<file path="config.mk">
export PLATFORM = sky130hd
export DESIGN_NAME = gcd_unit
export DESIGN_NICKNAME = d
export VERILOG_FILES = /design/src/rtl/gcd_unit.sv
export SDC_FILE = /design/constraint.sdc
export NUM_CORES = 1
export LEC_CHECK = 0
export ABC_AREA = 0
export ABC_CLOCK_PERIOD_IN_PS = 3400
export CORE_UTILIZATION = 30
export DETAILED_ROUTE_END_ITERATION = 10
export SLEW_MARGIN = 20
export SYNTH_ARGS = -nofsm -noshare
export SYNTH_HDL_FRONTEND = slang
export SYNTH_SLANG_ARGS = --single-unit
</file>
<file path="constraint.sdc">
create_clock -name clk -period 3.4 [get_ports clk]
set_clock_uncertainty 0.2 [all_clocks]
set_input_delay 0.34 -clock clk [delete_from_list [all_inputs] [get_ports clk]]
set_output_delay 0.34 -clock clk [all_outputs]
set_load 0.1 [all_outputs]
</file>
<file path="src/rtl/gcd_unit.sv">
// gcd_unit: iterative greatest-common-divisor engine.
// MODE=0 reduces by subtraction (Euclid). MODE=1 uses binary reduction
// (Stein), in which common factors of two are stripped and counted in k.
// One reduction step is performed per clock while busy.
module gcd_unit #(
    parameter int WIDTH = 8,
    parameter int MODE  = 0,
    parameter int ITW   = 16
) (
    input  logic             clk,
    input  logic             clr,
    input  logic             go,
    input  logic [WIDTH-1:0] xin,
    input  logic [WIDTH-1:0] yin,
    output logic             busy,
    output logic             done,
    output logic [WIDTH-1:0] gcd,
    output logic [ITW-1:0]   iter,
    output logic             zerr
);

    // k only has to reach WIDTH-1, the largest power of two that can
    // divide two nonzero WIDTH-bit operands.
    localparam int KW = (WIDTH > 2) ? $clog2(WIDTH) : 1;
    localparam logic [KW-1:0]  K_MAX    = KW'(WIDTH - 1);
    localparam logic [ITW-1:0] STEP_MAX = {ITW{1'b1}};

    typedef enum logic {
        IDLE = 1'b0,
        RUN  = 1'b1
    } state_t;

    state_t           state_q, state_d;
    logic [WIDTH-1:0] x_q, x_d;
    logic [WIDTH-1:0] y_q, y_d;
    logic [KW-1:0]    k_q, k_d;
    logic [ITW-1:0]   step_q, step_d;
    logic             done_q, done_d;
    logic [WIDTH-1:0] gcd_q, gcd_d;
    logic [ITW-1:0]   iter_q, iter_d;
    logic             zerr_q, zerr_d;

    // One reduction step of the selected algorithm, used on any RUN cycle
    // that does not finish.
    logic [WIDTH-1:0] red_x;
    logic [WIDTH-1:0] red_y;
    logic             red_k;

    generate
        if (MODE == 1) begin : g_stein
            // Binary reduction: halve even operands first, subtract only
            // when both are odd, and always from the larger one.
            always_comb begin
                red_x = x_q;
                red_y = y_q;
                red_k = 1'b0;
                if (!x_q[0] && !y_q[0]) begin
                    red_x = x_q >> 1;
                    red_y = y_q >> 1;
                    red_k = 1'b1;
                end else if (!x_q[0]) begin
                    red_x = x_q >> 1;
                end else if (!y_q[0]) begin
                    red_y = y_q >> 1;
                end else if (x_q < y_q) begin
                    red_y = y_q - x_q;
                end else begin
                    red_x = x_q - y_q;
                end
            end
        end else begin : g_euclid
            // Subtractive reduction: take the smaller operand from the larger.
            always_comb begin
                red_x = x_q;
                red_y = y_q;
                red_k = 1'b0;
                if (x_q < y_q) begin
                    red_y = y_q - x_q;
                end else begin
                    red_x = x_q - y_q;
                end
            end
        end
    endgenerate

    // Termination tests evaluated at the start of every RUN cycle.
    logic fin_zero;
    logic fin_equal;
    assign fin_zero  = (x_q == '0) || (y_q == '0);
    assign fin_equal = (x_q == y_q);

    // Next-state and datapath control; results only move on a finishing cycle.
    always_comb begin
        state_d = state_q;
        x_d     = x_q;
        y_d     = y_q;
        k_d     = k_q;
        step_d  = step_q;
        done_d  = 1'b0;
        gcd_d   = gcd_q;
        iter_d  = iter_q;
        zerr_d  = zerr_q;

        case (state_q)
            IDLE: begin
                if (go) begin
                    x_d     = xin;
                    y_d     = yin;
                    k_d     = '0;
                    step_d  = '0;
                    state_d = RUN;
                end
            end
            RUN: begin
                if (fin_zero) begin
                    gcd_d   = x_q | y_q;
                    zerr_d  = (x_q == '0) && (y_q == '0);
                    iter_d  = step_q;
                    done_d  = 1'b1;
                    state_d = IDLE;
                end else if (fin_equal) begin
                    // k stays 0 in subtractive mode, so the shift is a no-op there.
                    gcd_d   = x_q << k_q;
                    zerr_d  = 1'b0;
                    iter_d  = step_q;
                    done_d  = 1'b1;
                    state_d = IDLE;
                end else begin
                    x_d = red_x;
                    y_d = red_y;
                    if (red_k && (k_q != K_MAX)) begin
                        k_d = k_q + 1'b1;
                    end
                    if (step_q != STEP_MAX) begin
                        step_d = step_q + 1'b1;
                    end
                end
            end
            default: begin
                state_d = IDLE;
            end
        endcase
    end

    // State register with synchronous clear; clear wins over everything.
    always_ff @(posedge clk) begin
        if (clr) begin
            state_q <= IDLE;
            x_q     <= '0;
            y_q     <= '0;
            k_q     <= '0;
            step_q  <= '0;
            done_q  <= 1'b0;
            gcd_q   <= '0;
            iter_q  <= '0;
            zerr_q  <= 1'b0;
        end else begin
            state_q <= state_d;
            x_q     <= x_d;
            y_q     <= y_d;
            k_q     <= k_d;
            step_q  <= step_d;
            done_q  <= done_d;
            gcd_q   <= gcd_d;
            iter_q  <= iter_d;
            zerr_q  <= zerr_d;
        end
    end

    assign busy = (state_q == RUN);
    assign done = done_q;
    assign gcd  = gcd_q;
    assign iter = iter_q;
    assign zerr = zerr_q;

endmodule
</file>
======== Word level (Yosys, flattened, before mapping) ========
Cells that the tools add are included.
storage, ports and cells
  register bits ........................... 62
  input port bits ......................... 19
  output and inout port bits .............. 27
  logic and storage cells ................. 64
operators by class
  $add $sub $neg .......................... 3
  order comparisons ....................... 1
  equality and inequality tests ........... 8
  shifts and indexed selects .............. 1
  mux-type cells .......................... 29
  bitwise operators ....................... 2
  reduce and logical (&&, ||, !) cells .... 11
operators by type and width
  kind                                            count
  2-to-1 mux 16 bit                               6
  2-to-1 mux 8 bit                                10
  one-hot mux 16 bit (2 select lines)             1
  one-hot mux 8 bit (2 select lines)              2
  adder 16 x 1 -> 16 bit (second input constant)  1
  logical NOT 8 bit                               2
  != test 16 bit (second input constant)          1
  subtractor 8 bit                                2
  AND reduction 4 bit                             3
  equality test 8 bit                             1
  < comparator 8 bit                              1
  != test 2 bit (second input constant)           4
  OR 8 bit                                        1
  left shift 8 x 3 -> 8 bit                       1
  2-to-1 mux 1 bit                                7
  2-to-1 mux 3 bit                                2
  != test 2 x 1 -> 1 bit (second input constant)  2
  AND reduction 2 bit                             2
  one-hot mux 1 bit (2 select lines)              1
  nonzero test 2 bit                              1
  OR reduction 2 bit                              1
  logical AND 1 bit                               1
  logical OR 1 bit                                1
  NOT 1 bit                                       1

======== Depth between registers and ports, before layout ========
  depth after elaboration ................. 5
  depth in mapped cells ................... 10
  mapped depth without buffers ............ 9

======== Least setup slack after synthesis ========
Ideal clock, no wire load.
  path type ............................... register -> register
  start ................................... register state_q (netlist: busy)
  end ..................................... register y_q[6]
  library setup time ...................... 0.067 ns
  arrival ................................. 2.271 ns
  data required time ...................... 3.133 ns
  setup slack ............................. 0.862 ns
  cell stages (with the launch flop) ...... 8
  buffers on the path ..................... 2
  period minus slack after synthesis ...... 2.538 ns
  path through ............................ dfxtp_1 > buf_2 > inv_1 > nand2_1 > o31ai_4 > buf_6 > or2_1 > a21oi_2
between the ends
  word-level cells in the longest chain between the ends .. 3
  elaborated cells on any way between the ends .. 7
  those cells by class .................... eq/ne: 4; mux: 1; bitwise: 1; reduce/logical: 1
ends and longest elaborated chain
  element                        line  text
  start: declaration             33    state_t state_q, state_d;
  start signal: assignment       158   state_q <= state_d;
  NOT 1 bit (no line)            --
  != test 2 bit (no line)        --
  AND reduction 4 bit (no line)  --
  end signal: assignment         160   y_q <= y_d;
  end: declaration               35    logic [WIDTH-1:0] y_q, y_d;
Several ways; a longest one is shown, not always the timed one.
A chain may end at the register's enable or synchronous reset.

======== Worst setup path in the final report ========
  start ................................... register x_q[5]
  end ..................................... register y_q[5]
between the ends
  word-level cells in the longest chain between the ends .. 5
  elaborated cells on any way between the ends .. 13
  those cells by class .................... add/sub: 1; order compare: 1; eq/ne: 4; mux: 4; reduce/logical: 3
ends and longest elaborated chain
  element                             line  text
  start: declaration                  34    logic [WIDTH-1:0] x_q, x_d;
  start signal: assignment            149   x_q <= '0;
  start signal: assignment            159   x_q <= x_d;
  subtractor 8 bit                    78    red_y = y_q - x_q;
  2-to-1 mux 8 bit                    77    if (x_q < y_q) begin
  2-to-1 mux 8 bit                    121   end else if (fin_equal) begin
  2-to-1 mux 8 bit                    115   if (fin_zero) begin
  one-hot mux 8 bit (2 select lines)  104   case (state_q)
Several ways; a longest one is shown, not always the timed one. The select of a mux whose other input is x is not followed.

==> out/qor.csv <==
stage,metric,value,unit
clocking,clock-root-buffer,clkbuf_16,
pwr,p_switching,2.373,mW
routing,drtAntennaViolNets,0,
pwr,p_comb_share,59.8,%
logic_synthesis,ys.flop_type,dfxtp_1,
critical_path,cp_slowest_cell,o31ai_4,
logic_synthesis,synth_cell_types,68,
critical_path,cpPeakStageDelay,650,ps
sta,finalSetupViolCount,0,
die,row_count,39,
die,core_area,0.01161,mm2
die,die_w,112.2,um
pwr,p_leak,1.542,nW
placed_design,post-place-ws,451.4,ps
logic_synthesis,synth_nets,489,
sta,hold_violations,0,
pwr,peakVddDrop,352.5,uV
grt,grt_usage,15.71,%
sta,slew_headroom,34.42,%
routing,viasPerCell,5.129,
critical_path,required,3470,ps
logic_synthesis,synth-edff-count,0,
pwr,swShare,49.39,%
hold_path,hold_depth,2,
run,cap_violations,0,
layout,nets,525,
critical_path,start_kind,flip-flop,
run_status,failed_checks,DRC,
logic_synthesis,avgSynthCellArea,8.206,um2
logic_synthesis,synthMostInstantiatedCell,nand2_1,
layout,fin_cells,628,
critical_path,path_max_fanout,12,
hold_path,min_to,y_q[3],
routing,drc,5,
layout,nFillCells,1207,
pwr,clkPwrFrac,20.6,%
grt,overflow,0,
layout,drive_gt1_share,10.93,%
clocking,cts_sinks,59,
die,io_pins,46,
die,die_h,112.2,um
clocking,clkTransAtPathRegs,60,ps
placed_design,dp_hpwl,6940,um
sta,finalMaxSlewViolations,0,
pwr,fin_total_pwr,4.805,mW
critical_path,r2r-start,x_q[5],
logic_synthesis,synth_area,0.003643,mm2
clocking,post_cts_resized,0,
sta,tightest_slew,980.6,ps
grt,grt_pass1_vias,3090,
critical_path,crit_arrival,3050,ps
critical_path,r2r_cells,8,
routing,drt_first_pass_iters,7,
critical_path,crit_chain,"inv_1, ha_1, nor4_4, nand2_2, nand4_4, o31ai_4, mux2_2, nor2_1",
grt,grt_max_degree,52,
grt,antenna_found_initial,0,
clocking,htree_levels,3,
grt,grt_pass1_wl,15620,um
logic_synthesis,yosysWarningCount,0,
logic_synthesis,synth_area_leader_cell,dfxtp_1,
pwr,intPower,2.432,mW
routing,avgRoutedWirePerCell,15.25,um
sta,max_freq,0.3360,GHz
sta,period_needed,2977,ps
routing,drt-total-wl,9579,um
logic_synthesis,yosysTopAreaCellShare,32.42,%
die,die_area,0.01259,mm2
clocking,insertion_delay,330,ps
placed_design,port-buffer-count,45,
run_status,outcome,"complete, but fails checks",
die,initial_utilization,31.37,%
layout,n_antenna_cell,0,
logic_synthesis,syn_inst,444,
sta,fin_tns_setup,0,ps
routing,dr_total_vias,3221,
layout,syn2layout_area_growth,23.01,%
sta,grt_setup_unrepaired,false,
sta,setup_slack,423.4,ps
critical_path,regToRegSetupSlack,420,ps
critical_path,path_class,reg -> reg,
pwr,power_frac_seq,19.6,%
hold_path,worstHoldPathType,in -> reg,
logic_synthesis,synthTopCellsByCount,"nand2_1 (72), dfxtp_1 (59), a21oi_1 (52)",
critical_path,endpoint_kind,flip-flop,
clocking,clock_path_buffers,2,
sta,period_share,87.55,%
placed_design,place.gp.congestion,0.8765,
logic_synthesis,seq_area_frac_synth,32.42,%
placed_design,dpl.cell_count,612,
clocking,post_cts_buffers,0,
logic_synthesis,synth_area_leaders,"dfxtp_1 (32%), ha_1 (8.2%), nand2_1 (7.4%)",
logic_synthesis,synthArstFlopShare,0,%
pwr,p_per_area,1072,mW/mm2
clocking,cts_buffers,9,
logic_synthesis,ys_ff_latch,59,
critical_path,r2r-end,y_q[5],
hold_path,hp-start,clr,
clocking,cts_tree,built,
clocking,cts_hold_buf,0,
routing,drtIter0Drc,175,
==> cell families (layout without fill, tap and decap cells) <==
| family | Yosys count | after routing | share of synthesized area (%) |
|---|---|---|---|
| XOR/XNOR | 8 | 8 | 1.923 |
| buffers and inverters | 53 | 94 | 6.799 |
| multiplexers | 9 | 9 | 2.541 |
| AND/OR/NAND/NOR | 173 | 173 | 24.69 |
| adder cells (fa/ha/maj) | 26 | 26 | 9.341 |
| AO/OA/AOI/OAI | 116 | 116 | 22.29 |
| flip-flops | 59 | 59 | 32.42 |
==> metrics by stage <==
step | cell area (um2) | utilization (%) | hold slack [ps]
6_report | 4482 | 38.59 | 177.0
5_1_grt | 4482 | 38.59 | 206.3
4_1_cts | 4482 | 38.59 | 173.9
3_5_place_dp | 4156 | 35.79 | 246.3
3_3_place_gp | 4156 | 35.79 | 243.2
2_1_floorplan | 3643 | - | 244.4
==> flip-flops by register name, summed over array words and instances, names as in the netlist <==
signal / flops
iter: 16
busy: 1
done: 1
gcd: 8
step_q: 16
y_q: 8
zerr: 1
x_q: 8
==> layout by cell type, fill, tap and decap left out, types with 5 or more instances in the layout <==
cell and instances:
or3_1 8, ha_1 24, nor4_1 8, buf_4 5, nand3_1 9, o211ai_1 7
nor2_1 26, inv_1 28, nor2b_1 7, nand2_1 72, dfxtp_1 59, a211o_1 5
o21ai_0 13, a21oi_1 52, nor3_1 5, mux2i_1 7, a31oi_1 5, o32ai_1 5
xnor2_1 7, clkbuf_16 9, clkdlybuf4s50_1 43
==> worst max-delay path: cells and delay by family, from the launching register on <==
family | cells | cell delay, ps
simple gates | 4 | 590
fa+ha+maj | 1 | 560
buf+inv | 1 | 90
flops | 1 | 410
mux | 1 | 410
compound gates | 1 | 650
==> power groups by stage <==
stage | clock, mW | sequential, mW | combinational, mW
global route | 1.03 | 0.962 | 3.10
detailed placement | 0 | 0.956 | 2.84
CTS | 1.01 | 0.942 | 2.86
global placement | 0 | 0.949 | 2.85
finish | 0.989 | 0.941 | 2.87
floorplan | 0 | 1.27 | 1.98
==> routing by layer <==
| metal | vias to the layer above | track usage (%) | part of all wire, % |
|---|---|---|---|
| li1 | 1633 | - | - |
| met1 | 1484 | 19.28 | 45 |
| met2 | 87 | 26.50 | 48 |
| met3 | 17 | 3.294 | 4.5 |
| met4 | 0 | 7.022 | 2.1 |
| met5 | - | 0 | 0 |
==> cell type report <==
class / count / area [um2] / share of cell area, %
multi-input combinational: 332 / 2215 / 49.41
timing repair buffer: 49 / 473.0 / 10.55
clock inverter: 7 / 100.1 / 2.233
inverter: 29 / 108.9 / 2.429
tap: 143 / 178.9 / 3.992
clock buffer: 9 / 225.2 / 5.025
sequential: 59 / 1181 / 26.35
==> worst max-delay path by stage <==
stage / start / end / slack, ps / cells after the start
global route: x_q[4] / y_q[5] / 270 / 8
global placement: x_q[0] / x_q[5] / 450 / 9
CTS: x_q[5] / y_q[5] / 430 / 8
floorplan: busy / y_q[6] / 860 / 7
finish: x_q[5] / y_q[5] / 420 / 8
detailed placement: x_q[5] / y_q[5] / 450 / 8
No activity file was read; power rests on OpenSTA's default activity.
